`src/rtl/cnt_dn_timer_pkg.sv`:
```
// Shared constants, types and the binary-to-BCD helper for the countdown timer.
package cnt_dn_timer_pkg;

    localparam int CNT_W           = 8;
    localparam int CLK_DIV_DEFAULT = 25_000_000;
    localparam int BCD_MAX         = 99;
    localparam int N_DIR           = 2;

    typedef logic [CNT_W-1:0] cnt_t;

    localparam cnt_t G_TIME_DEFAULT = 8'd28;

    // Two-digit BCD of a seconds count; anything above 99 shows as 99.
    function automatic logic [7:0] to_bcd(input cnt_t v);
        logic [7:0] r;
        if (v > cnt_t'(BCD_MAX)) begin
            r = 8'h99;
        end else begin
            r = {4'(v / cnt_t'(10)), 4'(v % cnt_t'(10))};
        end
        return r;
    endfunction

endpackage

```
`src/rtl/cnt_dn_timer_tick_gen.sv`:
```
// Free-running prescaler producing the 1 Hz flash clock and a once-per-second tick.
module tick_gen
    import cnt_dn_timer_pkg::*;
#(
    parameter int CLK_DIV = CLK_DIV_DEFAULT
) (
    input  logic clk_fst,
    input  logic rst,
    output logic clk_cnt_dn,
    output logic sec_tick
);

    localparam int PW = (CLK_DIV > 1) ? $clog2(CLK_DIV) : 1;
    localparam logic [PW-1:0] PRESC_LAST = PW'(CLK_DIV - 1);

    logic [PW-1:0] presc_q;
    logic [PW-1:0] presc_d;
    logic          clk_cnt_dn_q;
    logic          clk_cnt_dn_d;
    logic          half_tick;

    // Prescaler wrap and square-wave toggle on every half-second boundary.
    always_comb begin
        half_tick    = (presc_q == PRESC_LAST);
        presc_d      = half_tick ? '0 : presc_q + PW'(1);
        clk_cnt_dn_d = clk_cnt_dn_q ^ half_tick;
    end

    // State registers; never restarted except by reset.
    always_ff @(posedge clk_fst or negedge rst) begin
        if (!rst) begin
            presc_q      <= '0;
            clk_cnt_dn_q <= 1'b0;
        end else begin
            presc_q      <= presc_d;
            clk_cnt_dn_q <= clk_cnt_dn_d;
        end
    end

    // The second boundary is the half-tick on which the square wave falls.
    assign sec_tick   = half_tick & clk_cnt_dn_q;
    assign clk_cnt_dn = clk_cnt_dn_q;

endmodule

```
`src/rtl/cnt_dn_timer.sv`:
```
// Two-direction green-phase countdown timer with a registered BCD display output.
module cnt_dn_timer
    import cnt_dn_timer_pkg::*;
#(
    parameter int   CLK_DIV = CLK_DIV_DEFAULT,
    parameter cnt_t G_TIME  = G_TIME_DEFAULT
) (
    input  logic             clk_fst,
    input  logic             rst,
    input  logic             day_night,
    input  logic             g1_en,
    input  logic             g2_en,
    output logic             clk_cnt_dn,
    output logic             sec_tick,
    output logic [CNT_W-1:0] g1_cnt,
    output logic [CNT_W-1:0] g2_cnt,
    output logic [7:0]       disp_bcd
);

    logic [N_DIR-1:0] en_in;
    cnt_t             disp_src;
    logic [7:0]       disp_bcd_q;
    logic [7:0]       disp_bcd_d;

    assign en_in = {g2_en, g1_en};

    tick_gen #(
        .CLK_DIV    (CLK_DIV)
    ) u_tick_gen (
        .clk_fst    (clk_fst),
        .rst        (rst),
        .clk_cnt_dn (clk_cnt_dn),
        .sec_tick   (sec_tick)
    );

    genvar gi;
    generate
        for (gi = 0; gi < N_DIR; gi++) begin : g_dir
            logic en_q;
            logic en_d;
            logic en_rise;
            cnt_t cnt_q;
            cnt_t cnt_d;

            // Night clears everything; a fresh enable edge reloads ahead of the tick.
            always_comb begin
                en_rise = en_in[gi] & ~en_q;
                en_d    = en_in[gi];
                cnt_d   = cnt_q;
                if (!day_night) begin
                    en_d  = 1'b0;
                    cnt_d = '0;
                end else if (en_rise) begin
                    cnt_d = G_TIME;
                end else if (!en_in[gi]) begin
                    cnt_d = '0;
                end else if (sec_tick && (cnt_q != '0)) begin
                    cnt_d = cnt_q - cnt_t'(1);
                end
            end

            // Per-direction counter and edge-detect registers.
            always_ff @(posedge clk_fst or negedge rst) begin
                if (!rst) begin
                    en_q  <= 1'b0;
                    cnt_q <= '0;
                end else begin
                    en_q  <= en_d;
                    cnt_q <= cnt_d;
                end
            end
        end
    endgenerate

    assign g1_cnt = g_dir[0].cnt_q;
    assign g2_cnt = g_dir[1].cnt_q;

    // Display source: direction 1 wins when both are active.
    always_comb begin
        disp_src = '0;
        if (g1_en) begin
            disp_src = g1_cnt;
        end else if (g2_en) begin
            disp_src = g2_cnt;
        end
        disp_bcd_d = to_bcd(disp_src);
    end

    // Display register, one cycle behind the counters.
    always_ff @(posedge clk_fst or negedge rst) begin
        if (!rst) begin
            disp_bcd_q <= 8'h00;
        end else begin
            disp_bcd_q <= disp_bcd_d;
        end
    end

    assign disp_bcd = disp_bcd_q;

endmodule

```
`config.mk`:
```
export PLATFORM = sky130hd
export DESIGN_NAME = cnt_dn_timer
export DESIGN_NICKNAME = d
export VERILOG_FILES = /design/src/rtl/cnt_dn_timer_pkg.sv /design/src/rtl/cnt_dn_timer_tick_gen.sv /design/src/rtl/cnt_dn_timer.sv
export SDC_FILE = /design/constraint.sdc
export NUM_CORES = 1
export LEC_CHECK = 0
export ABC_AREA = 1
export CAP_MARGIN = 20
export CORE_MARGIN = 1
export CORE_UTILIZATION = 32
export DETAILED_ROUTE_END_ITERATION = 8
export PLACE_DENSITY_LB_ADDON = 0.25
export SLEW_MARGIN = 20
export SYNTH_ARGS = -nofsm -noshare
export SYNTH_HDL_FRONTEND = slang
export SYNTH_SLANG_ARGS = --single-unit
```
`constraint.sdc`:
```
create_clock -name clk_fst -period 8.6 [get_ports clk_fst]
set_input_delay 2.58 -clock clk_fst [delete_from_list [all_inputs] [get_ports clk_fst]]
set_output_delay 2.58 -clock clk_fst [all_outputs]
set_load 0.02 [all_outputs]
```
==> impl_results.md <==
* Outcome: completed
* Endpoint of the worst hold path: u_tick_gen.presc_q[0]
* Most common cell after layout, fill and taps aside: nand2_1
* Synth Instances at 399
* Finished Core Util at roughly two fifths
* Async set-or-reset flop fraction in the synthesized netlist at 100%
* Number of buffers created by CTS at 5
* Synthesized flop and latch total at 52
* Synth area leader: dfrtp_1
* Required time of the worst setup path at 6.02 ns
* DRC Markers at 0
* Reg-to-reg startpoint: u_tick_gen.presc_q[0]
* F_max at 186 MHz
* Max-cap viol count at 0
* Initial antenna violation count at 0
* Hold slack at 0.462 ns
* Grt ovf at 0
* Post-CTS Hold Buffers at 0
* Core area at 9420 um^2
* Final setup vio count at 0
* Max-slew violations at 0
* Slowest cell on the critical path: clkdlybuf4s50_1
* Nets at 446
* Vias per std cell at 4.76
* Syn nets at 410
* Crit-path cells: ha_1 > nand2_1 > nor2_1 > nand3_2 > nor3_2 > ha_1 > clkdlybuf4s50_1
* CP max FO at 9
* Tcrit/Tclk final at a little over 60%
* I/O Buffers at 30
* I/O pin count at 31
* Hpwl dp at 5300 um
* Placer Congestion at 0.867
* Most frequent cells in the layout: 67 x nand2_1, 64 x inv_1, 52 x dfrtp_1, 30 x nor2_1, 29 x clkdlybuf4s50_1
* Hold Vio Cnt, Final at 0
* Initial DRT Pass Iterations at 4
* Most used DFF post-synth: dfrtp_1
* Syn avg cell area at 7.92 um^2
* Post-Layout Cell Count at 565
* Clk Latency, worst-skew pair at ~0.31 ns
* Largest net degree at the start of global routing at 53
* CTS root buf: clkbuf_8
* Crit. End Element: output pin
* H-tree levels at 2
* Placed cell count at between 500 and 600
* RSZ-0062 raised after global routing: false
* Layout cells sized above 1 at 13.8%
* Mapped Area at ~3200 um^2
* Layout area overhead at 16.9%
* Reg-to-reg endpoint: g2_cnt[7]
* Post-CTS setup repair buffer count at 0
* Crit path time final at between 5 and 6 ns
* EDFF count, synth at 0
* Clk_skew at 0.0148 ns
* Total Routed Length at approximately 7000 um
* Top-area cell type share of the netlist area at 41.2%
* Distinct cells, synth at 39
* Avg WL per Cell at 12.2 um
* Post-Route Setup TNS at 0 ns
* Max incr delay on CP at 0.61 ns
* FILL cells at 975
* Worst hold path class: register to register
* Reg2reg setup slack at 5.29 ns
* Pwr Density at 140 nW/um^2
* Post-cts resize count at 0
* Post-DRT Antenna Nets at 0
* Max_slew headroom at 55.9%
* Die Span Y at approximately 100 um
* Row count at 35
* Global-route wire length before repair at 11700 um
* Sequential-to-total area share from yosys stat at 41.2%
* Sink Count at 52
* Vias in the first global route at 2672
* Setup CP Type: register to output pin
* Antenna Cells at 0
* Least-Margin Pin Slew at 0.662 ns
* R2r worst-path depth at 15
* Synth top area cells: dfrtp_1 41%, nand2_1 8.0%, inv_1 7.6%
* Total GRT Usage at between 10% and 20%
* Worst Hold Depth at 1
* Critical Path Most Common Cell: ha_1
* CTS Buffer Depth at 2
* CTS tree: yes
* Ys Warns at 0
* Die ar. at approximately 10000 um^2
* Pleak at 1.73 nW
* Initial detailed-routing violation count at 75
* Clock Pin Slew Worst Setup and Hold Paths at 0.08 ns
* Hold Startpoint: u_tick_gen.presc_q[0]
* Worst VDD drop at 0.0000542 V
* Initial Util at between 30 and 40%
* WP data arrival at 2.78 ns
* Critical Path Start Type: register
* Chip width at 101 um
* Routed via count at about 2700
critical path: cells and delay by family (launching register included):
kind	cells	cell delay [ns]
adder cells (fa/ha/maj)	2	0.49
flip-flops	1	0.38
buffers and inverters	1	0.61
AND/OR/NAND/NOR	4	1.01
flip-flops by register name (all words and copies together) (netlist names):
name and flops:
disp_bcd 8, g2_cnt 8, g1_cnt 8, u_tick_gen.presc_q 25
u_tick_gen.clk_cnt_dn 1, g_dir.en_q 2
power breakdown:
part | total (mW) | switching, mW | internal [mW]
logic | 0.113 | 0.0691 | 0.0435
clock network | 0.142 | 0.0780 | 0.0644
registers | 0.261 | 0.00571 | 0.255
total | 0.516 | 0.153 | 0.363
synth_stat cells, types with 2 or more instances:
library cell,instances
a21oi_1,23
a31oi_1,3
a41oi_1,2
buf_6,2
dfrtp_1,52
ha_1,6
inv_1,64
inv_2,4
nand2_1,67
nand2_2,17
nand2_4,10
nand3_1,26
nand3_2,5
nand4_1,9
nor2_1,30
nor2_2,4
nor3_1,14
nor3_2,2
nor4_1,4
o211ai_1,2
o21ai_0,23
o22ai_1,6
xor2_1,8
worst max-delay path by stage:
| stage | cells after the start | endpoint | slack, ns | start |
|---|---|---|---|---|
| 3_3_place_gp | 23 | disp_bcd[1] | 3.27 | g1_en |
| 4_1_cts | 7 | sec_tick | 3.16 | u_tick_gen.presc_q[0] |
| 2_1_floorplan | 21 | disp_bcd[1] | 4.13 | g1_en |
| 6_report | 7 | sec_tick | 3.24 | u_tick_gen.presc_q[0] |
| 5_1_grt | 7 | sec_tick | 3.04 | u_tick_gen.presc_q[0] |
| 3_5_place_dp | 21 | disp_bcd[1] | 3.17 | g1_en |
metal layers:
metal  share of wire, %  vias to the layer above  global-route usage [%]
met5                  0                        -                       0
met4                1.5                        0                    4.57
met3                3.4                       12                    2.62
met2                 47                       42                    24.2
met1                 48                     1245                    18.6
li1                   -                     1390                       -
cells by family (layout without fill, tap and decap cells):
| group | after synthesis | count (layout) | synth area share [%] |
|---|---|---|---|
| AO/OA/AOI/OAI | 69 | 69 | 13.3 |
| XOR/XNOR | 9 | 9 | 2.49 |
| adder cells (fa/ha/maj) | 6 | 6 | 2.38 |
| buffers and inverters | 71 | 108 | 9.14 |
| flip-flops | 52 | 52 | 41.2 |
| AND/OR/NAND/NOR | 192 | 192 | 31.6 |
area by class of cell:
cell class	count	area, um^2	area share (%)
Sequential cell	52	1300	35.2
Inverter	69	267	7.21
Multi-Input combinational cell	276	1570	42.5
Clock inverter	2	10.0	0.271
Tap cell	129	161	4.37
Clock buffer	6	82.6	2.24
Timing Repair Buffer	31	303	8.20
per-stage QoR:
step           instance area [um^2]  setup slack, ns  total power [mW]
4_1_cts                        3690             3.16             0.526
3_5_place_dp                   3600             3.17             0.380
2_1_floorplan                  3160             4.13             0.339
5_1_grt                        3690             3.04             0.548
6_report                       3690             3.24             0.516
3_3_place_gp                   3600             3.27             0.378
No activity file was read; power rests on OpenSTA's default activity.
